`config.mk`:
```
export PLATFORM = sky130hd
export DESIGN_NAME = mega_regs_ctx
export DESIGN_NICKNAME = d
export VERILOG_FILES = /design/src/rtl/mega_regs_ctx.sv
export SDC_FILE = /design/constraint.sdc
export NUM_CORES = 1
export LEC_CHECK = 0
export CORE_MARGIN = 2
export CORE_UTILIZATION = 52
export CTS_CLUSTER_SIZE = 12
export DETAILED_ROUTE_END_ITERATION = 8
export GPL_TIMING_DRIVEN = 0
export HOLD_SLACK_MARGIN = 0.06
export PLACE_DENSITY = 0.92
export REMOVE_ABC_BUFFERS = 1
export SYNTH_ARGS = -nofsm -noshare
export SYNTH_HDL_FRONTEND = slang
export SYNTH_SLANG_ARGS = --single-unit
export TNS_END_PERCENT = 20
```
`constraint.sdc`:
```
create_clock -name clk -period 3.8 [get_ports clk]
set_input_delay 0.57 -clock clk [delete_from_list [all_inputs] [get_ports clk]]
set_output_delay 0.57 -clock clk [all_outputs]
set_load 0.02 [all_outputs]
```
`src/rtl/mega_regs_ctx.sv`:
```
// rtl/mega_regs_ctx.sv - register-file context save/restore engine (byte streams out/in)
// Optional trailing XOR checksum byte: define MEGA_REGS_CTX_CSUM_EN.
module mega_regs_ctx #(
  parameter int REG_COUNT = 32
) (
  input  logic        clk,
  input  logic        rst,
  input  logic        start,
  input  logic        dir,
  input  logic [4:0]  first,
  input  logic [4:0]  last,
  output logic        busy,
  output logic        done,
  output logic        err,
  output logic        own_req,
  input  logic        own_gnt,
  output logic [4:0]  rs1a,
  output logic        rs1m,
  input  logic [15:0] rs1,
  output logic [4:0]  rda,
  output logic [15:0] rd,
  output logic        rdw,
  output logic        rdm,
  output logic [7:0]  so_data,
  output logic        so_valid,
  input  logic        so_ready,
  input  logic [7:0]  si_data,
  input  logic        si_valid,
  output logic        si_ready
);

`ifdef MEGA_REGS_CTX_CSUM_EN
  localparam bit CSUM_EN = 1'b1;
`else
  localparam bit CSUM_EN = 1'b0;
`endif

  localparam logic [5:0] REG_LIMIT = 6'(REG_COUNT);

  typedef enum logic [3:0] {
    IDLE, CHK, ACQ, SAVE_RD, SAVE_TX, RST_RX, RST_WR, CSUM, FIN
  } state_t;

  state_t      state_q, state_d;
  logic        dir_q, dir_d;
  logic [4:0]  first_q, first_d;
  logic [4:0]  last_q, last_d;
  logic [4:0]  ptr_q, ptr_d;
  logic        busy_q, busy_d;
  logic        err_q, err_d;
  logic        own_req_q, own_req_d;
  logic [7:0]  so_data_q, so_data_d;
  logic        so_valid_q, so_valid_d;
  logic [4:0]  rda_q, rda_d;
  logic [7:0]  rd_q, rd_d;
  logic        rdw_q, rdw_d;
  logic [7:0]  csum_q, csum_d;

  logic so_fire, si_fire, at_last, range_bad;
  logic unused_rs1_hi;

  assign unused_rs1_hi = ^rs1[15:8];

  // Stream valid and write strobe are gated by the grant so a lost grant
  // drops them in the same cycle rather than one edge later.
  assign busy     = busy_q;
  assign done     = (state_q == FIN);
  assign err      = err_q;
  assign own_req  = own_req_q;
  assign rs1a     = (state_q == SAVE_RD) ? ptr_q : 5'd0;
  assign rs1m     = 1'b0;
  assign rda      = rda_q;
  assign rd       = {8'h00, rd_q};
  assign rdw      = rdw_q & own_gnt;
  assign rdm      = 1'b0;
  assign so_data  = so_data_q;
  assign so_valid = so_valid_q & own_gnt;
  assign si_ready = own_gnt & ((state_q == RST_RX) | ((state_q == CSUM) & dir_q));

  assign so_fire   = so_valid & so_ready;
  assign si_fire   = si_valid & si_ready;
  assign at_last   = (ptr_q == last_q);
  assign range_bad = (first_q > last_q) || ({1'b0, last_q} >= REG_LIMIT);

  always_comb begin
    state_d    = state_q;
    dir_d      = dir_q;
    first_d    = first_q;
    last_d     = last_q;
    ptr_d      = ptr_q;
    busy_d     = busy_q;
    err_d      = err_q;
    own_req_d  = own_req_q;
    so_data_d  = so_data_q;
    so_valid_d = so_valid_q;
    rda_d      = rda_q;
    rd_d       = rd_q;
    rdw_d      = rdw_q;
    csum_d     = csum_q;

    unique case (state_q)
      IDLE: begin
        if (start) begin
          dir_d   = dir;
          first_d = first;
          last_d  = last;
          err_d   = 1'b0;
          busy_d  = 1'b1;
          csum_d  = 8'h00;
          state_d = CHK;
        end
      end
      CHK: begin
        if (range_bad) begin
          err_d   = 1'b1;
          state_d = FIN;
        end else begin
          own_req_d = 1'b1;
          ptr_d     = first_q;
          state_d   = ACQ;
        end
      end
      ACQ: begin
        if (own_gnt) state_d = dir_q ? RST_RX : SAVE_RD;
      end
      SAVE_RD: begin
        if (!own_gnt) begin
          err_d   = 1'b1;
          state_d = FIN;
        end else begin
          so_data_d  = rs1[7:0];
          so_valid_d = 1'b1;
          csum_d     = csum_q ^ rs1[7:0];
          state_d    = SAVE_TX;
        end
      end
      SAVE_TX: begin
        if (!own_gnt) begin
          so_valid_d = 1'b0;
          err_d      = 1'b1;
          state_d    = FIN;
        end else if (so_fire) begin
          if (!at_last) begin
            so_valid_d = 1'b0;
            ptr_d      = ptr_q + 5'd1;
            state_d    = SAVE_RD;
          end else if (CSUM_EN) begin
            // Checksum byte follows back-to-back with the last register byte.
            so_data_d  = csum_q;
            so_valid_d = 1'b1;
            state_d    = CSUM;
          end else begin
            so_valid_d = 1'b0;
            state_d    = FIN;
          end
        end
      end
      RST_RX: begin
        if (!own_gnt) begin
          err_d   = 1'b1;
          state_d = FIN;
        end else if (si_fire) begin
          rda_d   = ptr_q;
          rd_d    = si_data;
          rdw_d   = 1'b1;
          csum_d  = csum_q ^ si_data;
          state_d = RST_WR;
        end
      end
      RST_WR: begin
        rdw_d = 1'b0;
        if (!own_gnt) begin
          err_d   = 1'b1;
          state_d = FIN;
        end else if (!at_last) begin
          ptr_d   = ptr_q + 5'd1;
          state_d = RST_RX;
        end else begin
          state_d = CSUM_EN ? CSUM : FIN;
        end
      end
      CSUM: begin
        if (!own_gnt) begin
          so_valid_d = 1'b0;
          err_d      = 1'b1;
          state_d    = FIN;
        end else if (dir_q) begin
          if (si_fire) begin
            if (si_data != csum_q) err_d = 1'b1;
            state_d = FIN;
          end
        end else if (so_fire) begin
          so_valid_d = 1'b0;
          state_d    = FIN;
        end
      end
      FIN: begin
        own_req_d = 1'b0;
        busy_d    = 1'b0;
        state_d   = IDLE;
      end
      default: state_d = IDLE;
    endcase
  end

  always_ff @(posedge clk or posedge rst) begin
    if (rst) begin
      state_q    <= IDLE;
      dir_q      <= 1'b0;
      first_q    <= 5'd0;
      last_q     <= 5'd0;
      ptr_q      <= 5'd0;
      busy_q     <= 1'b0;
      err_q      <= 1'b0;
      own_req_q  <= 1'b0;
      so_data_q  <= 8'h00;
      so_valid_q <= 1'b0;
      rda_q      <= 5'd0;
      rd_q       <= 8'h00;
      rdw_q      <= 1'b0;
      csum_q     <= 8'h00;
    end else begin
      state_q    <= state_d;
      dir_q      <= dir_d;
      first_q    <= first_d;
      last_q     <= last_d;
      ptr_q      <= ptr_d;
      busy_q     <= busy_d;
      err_q      <= err_d;
      own_req_q  <= own_req_d;
      so_data_q  <= so_data_d;
      so_valid_q <= so_valid_d;
      rda_q      <= rda_d;
      rd_q       <= rd_d;
      rdw_q      <= rdw_d;
      csum_q     <= csum_d;
    end
  end

endmodule

```
==> results of run 1 <==
-- worst paths after layout --
| path | cells past startpoint | endpoint | slack (ns) | from |
|---|---|---|---|---|
| worst max register to register | 3 | rda[2]$_DFFE_PP0P_ | 1.34 | state_q[1]$_DFFE_PP0P_ |
| worst max-delay path | 4 | si_ready | 0.70 | own_gnt |
| max in group asynchronous | 3 | busy$_DFFE_PP0P_ | 2.63 | rst |
| worst min-delay path | 2 | busy$_DFFE_PP0P_ | 0.49 | busy$_DFFE_PP0P_ |
| worst min register to register | 2 | busy$_DFFE_PP0P_ | 0.49 | busy$_DFFE_PP0P_ |
| min in group asynchronous | 2 | csum_q[2]$_DFFE_PP0P_ | 0.61 | rst |
-- critical path, stage by stage --
cell and delay [ns]:
clkdlybuf4s50_1 0.80, nand2_2 0.17, nor3_1 0.32, clkdlybuf4s50_1 0.66
-- metrics by stage --
stage	TNS, ns	hold WS [ns]	utilization (%)
after floorplan	0	0.475	-
after global placement	-0.327	0.465	66.1
after detailed placement	0	0.479	66.8
after CTS	0	0.500	68.6
after global routing	0	0.512	68.6
final	0	0.492	68.6
-- power by group --
group	internal (mW)	total, mW	switching, mW
Clock	0.150	0.342	0.191
Sequential	0.813	1.06	0.246
Combinational	0.696	1.50	0.806
-- logic make-up after synthesis --
family	Yosys count
simple gates	96
compound gates	77
flops	54
buf+inv	37
mux	31
xor+xnor	13
fa+ha+maj	7
other cells	1
-- cells in the mapped netlist (7+ instances only) --
master / instances
a21oi_1: 26
and2_1: 7
buf_4: 12
dfrtp_1: 54
inv_1: 15
mux2_2: 21
mux2i_1: 9
nand2_1: 36
nor2_1: 11
o21ai_0: 24
or3_1: 9
xnor2_1: 13
-- sequential cells by signal, indices dropped and copies added (netlist names), 4 cells and up --
register / cells
rd_q: 8
csum_q: 8
state_q: 4
ptr_q: 5
rda: 5
so_data: 8
first_q: 5
last_q: 5
-- routing by layer --
metal	share of wire (%)	wire length, µm
met5	0	0
met4	2.0	148
met3	4.3	326
met2	51	3800
met1	43	3240
-- cell type report --
class	count	area share, %
flip-flops and latches	54	35.1
multi-input cells	234	40.6
inverters	15	1.46
clock inverters	2	0.455
repair buffers	67	17.8
well taps	72	2.34
clock buffers	6	2.15
==> impl_results.md, run 1 <==
- Final worst-path cycle share: 81.5%
- Grt total ovfl: 0
- Synth Area in Simple Gates: 16.1%
- Fin worst setup slack: 0.704 ns
- Gr usage total: 24.7%
- Post-CTS setup repair buffer count: 0
- Synth Area in Compound Gates: 15.9%
- Post-synthesis xor/xnor area fraction: 3.71%
- First-pass GRT wire length: 12,300 µm
- Min-Delay Path Class: reg2reg
- Most common cell after layout, fill and taps aside: clkdlybuf4s50_1
- Nets: 424
- Mapped Area: 3070 µm²
- Largest net degree at the start of global routing: 31
- Nature of the critical path endpoint: output port
- # fillers: 448
- Post-synth cell types: 50
- Arrival @ worst endpoint: 2.53 ns
- Max Root-Sink Buffers: 2
- Met2 Use GR: 42.6%
- Fin area: 3850 µm²
- Worst slack, placed: 0.741 ns
- WL/cell: 16.7 µm
- Most crowded layer after global routing: met2
- Clock Latency Late Sink: 0.31 ns
- Drt first pass iters: 4
- Clock buffer count from CTS: 5
- Clk sinks: 54
- Synth area leaders: dfrtp_1, mux2_2, nand2_1, a21oi_1, o21ai_0
- Mux cell area share after synthesis: 11.0%
- Critical path class: in2out
- CTS tree: built
- I/O pins: 84
- Row cnt: 27
- Seq cells post-synth: 54
- Die width: 80.8 µm
- Setup Skew: 0.0150 ns
- Core Footprint: 5610 µm²
- Worst-path maximum fanout: 14
- Full die area: 6540 µm²
- Minimum clock period after layout: 3.10 ns
- Critical Path RT: 3.23 ns
- Max cap viols: 0
- Routed Antenna Nets: 0
- Top cell type's share of synthesized area: 44.0%
- Ys async rst share: 100%
- P_leak: 1.62 nW
- DRC: 0
- Dpl cells: 442
- CTS Root Cell: clkbuf_8
- Area taken by flip-flops and latches: 1350 µm²
- Htree depth: 2
- Antenna violations before repair: 0
- Main combinational cell family by area after synthesis: simple AND/OR/NAND/NOR gates
- Final hold vios: 0
- PostCTS Resize Cnt: 0
- Met1 usage: 32.4%
- Synth Warn #: 0
- Non-Filler Instances: 450
- Die Height: 80.8 µm
- Register area share after synthesis: 44.0%
- Antenna diodes: 0
- Status: finished clean
- DP HPWL: 5580 µm
- Critical path startpoint category: input pin
- Top FF cell, synth: dfrtp_1
- Post-Route WL: 7510 µm
- Final Setup Violations: 0
- Worst-Margin Slew: 0.856 ns
- Mapped Cells: 316
- I/O Buffers: 65
- F_max: 323 MHz
- Layout cells sized above 1: 11.6%
- GR Layer Usage met3: 3.22%
- Vias in the first global route: 2,489
- Clk pin slew, worst setup/hold paths: 0.09 ns
- Syn avg cell area: 9.72 µm²
- CTS Hold Bufs: 0
- Routability cong.: 0.891
- Peak supply drop: 0.000410 V
- EDFF count, synth: 0
- Pwr/cell area: 754 nW/µm²
- Area Growth Syn to Fin: 25.3%
- RSZ-0062 raised after global routing: no
- Area leader, netlist: dfrtp_1
- Commonest cells after routing, fill and taps aside: clkdlybuf4s50_1, dfrtp_1, nand2_1
- Placed Area: 3750 µm²
- Final count of pins violating max slew: 0
- Iter 0 DRT Violations: 231
- Initial core utilization: 54.8%
- Tot Pwr: 2.90 mW
- Adder and majority gate portion of the synthesized area: 2.77%
- Vias/cell: 5.79
- Max_slew headroom: 42.6%
- Multi-input gate area: 1560 µm²
- Via count: 2,606
(Power assumes the default switching activity.)
==> inputs of run 2 (changes only) <==
CORE_UTILIZATION = 49   (was 52)
PLACE_DENSITY = 0.88   (was 0.92)
clock period = 3.1 ns   (was 3.8 ns; I/O delays follow)
==> impl_results.md, run 2 (synthesized netlist as in run 1, its figures left out) <==
- CP bufs+invs: 2
- CTS tree: built
- Die width: 83.2 µm
- Initial core utilization: 51.3%
- Nature of the critical path endpoint: output port
- Antenna violations before repair: 0
- Arrival @ worst endpoint: 2.44 ns
- First-pass GRT wire length: 12,500 µm
- Setup Skew: 0.00779 ns
- Peak supply drop: 0.000504 V
- Clk pin slew, worst setup/hold paths: 0.10 ns
- Via count: 2,607
- Cell Chain, Critical Path: inv_1 > nand2_1 > nor2_1 > and2_1 > clkdlybuf4s50_1
- Final worst-path cycle share: 93.6%
- Layout cells sized above 1: 11.6%
- Gr usage total: 22.3%
- Core Footprint: 5990 µm²
- Clock buffer count from CTS: 5
- I/O Buffers: 65
- Max Root-Sink Buffers: 2
- Critical path class: reg2out
- Critical Path RT: 2.63 ns
- Critical path's top delay family: buffers and inverters
- Area Growth Syn to Fin: 25.2%
- PostCTS Resize Cnt: 0
- F_max: 345 MHz
- Die Height: 83.2 µm
- Worst-path maximum fanout: 9
- P_leak: 1.62 nW
- Max cap viols: 0
- Drt first pass iters: 4
- Grt total ovfl: 0
- Most common cell after layout, fill and taps aside: clkdlybuf4s50_1
- Final Setup Violations: 0
- CTS Hold Bufs: 0
- Post-CTS setup repair buffer count: 0
- Post-Route WL: 7530 µm
- Dpl cells: 445
- Minimum clock period after layout: 2.90 ns
- Worst-Margin Slew: 0.730 ns
- RSZ-0062 raised after global routing: no
- I/O pins: 84
- Worst slack, placed: 0.269 ns
- Row cnt: 28
- Non-Filler Instances: 453
- Routed Antenna Nets: 0
- Largest net degree at the start of global routing: 31
- Clk sinks: 54
- DRC: 0
- Max stage delay on crit path: 0.63 ns
- Antenna diodes: 0
- Vias/cell: 5.75
- Critical path startpoint category: register
- Final count of pins violating max slew: 0
- Pwr/cell area: 928 nW/µm²
- Clock Latency Late Sink: 0.31 ns
- Nets: 424
- Crit path max-delay cell type: clkdlybuf4s50_1
- Max_slew headroom: 51.4%
- Htree depth: 2
- Final hold vios: 0
- Min-Delay Path Class: reg2reg
- Final core utilization: 64.2%
- Vias in the first global route: 2,589
- DP HPWL: 5640 µm
- Iter 0 DRT Violations: 287
- CTS Root Cell: clkbuf_8
- Worst Hold Slack: 0.495 ns
- Full die area: 6920 µm²
- Commonest cells after routing, fill and taps aside: clkdlybuf4s50_1, dfrtp_1, nand2_1
- Fin worst setup slack: 0.198 ns
- # fillers: 483
- Routability cong.: 0.900
- WL/cell: 16.6 µm
- Status: finished clean
run 2: cell count changes in the layout (fill, tap and decap cells not counted), sizes merged:
| cell | delta |
|---|---|
| clkinv | -2 |
| clkinvlp | +1 |
| inv | +1 |
run 2: per-stage QoR:
step | power, mW | instance area [µm²] | setup TNS [ns]
after floorplan | 2.45 | 2970 | 0
after global placement | 3.02 | 3710 | -10.94
after detailed placement | 3.12 | 3750 | 0
after CTS | 3.56 | 3840 | 0
after global routing | 3.82 | 3840 | 0
final | 3.57 | 3840 | 0
run 2: final timing paths:
check | start | to | slack, ns | cells after the start
max | state_q[3]$_DFFE_PP0P_ | rs1a[1] | 0.20 | 5
min | busy$_DFFE_PP0P_ | busy$_DFFE_PP0P_ | 0.49 | 2
max reg2reg | state_q[0]$_DFFE_PP0P_ | rda[2]$_DFFE_PP0P_ | 0.60 | 3
min reg2reg | busy$_DFFE_PP0P_ | busy$_DFFE_PP0P_ | 0.49 | 2
max in group asynchronous | rst | first_q[2]$_DFFE_PP0P_ | 2.03 | 3
min in group asynchronous | rst | so_data[4]$_DFFE_PP0P_ | 0.51 | 2
run 2: worst min-delay path, stage by stage (launching register included):
cell and delay [ns]:
dfrtp_1 0.36, nand2_1 0.05, nand2_1 0.05
run 2: final cells by class:
cell class                      count  area [µm²]  share of cell area, %
Multi-Input combinational cell    234        1560                   40.6
Clock buffer                        6        82.6                   2.15
Inverter                           15        56.3                   1.46
Timing Repair Buffer               67         682                   17.7
Tap cell                           75        93.8                   2.44
Sequential cell                    54        1350                   35.1
Clock inverter                      2        16.3                  0.423
run 2: per-layer routing:
layer	wire length, µm	up-vias	track usage (%)
li1	-	1222	-
met1	3110	1270	27.9
met2	3800	98	39.3
met3	425	17	3.28
met4	195	0	7.90
met5	0	-	0
run 2: power breakdown:
group          internal [mW]  switching [mW]  total [mW]
clock                  0.184           0.246       0.431
combinational          0.851           0.995        1.85
sequential             0.996           0.295        1.29
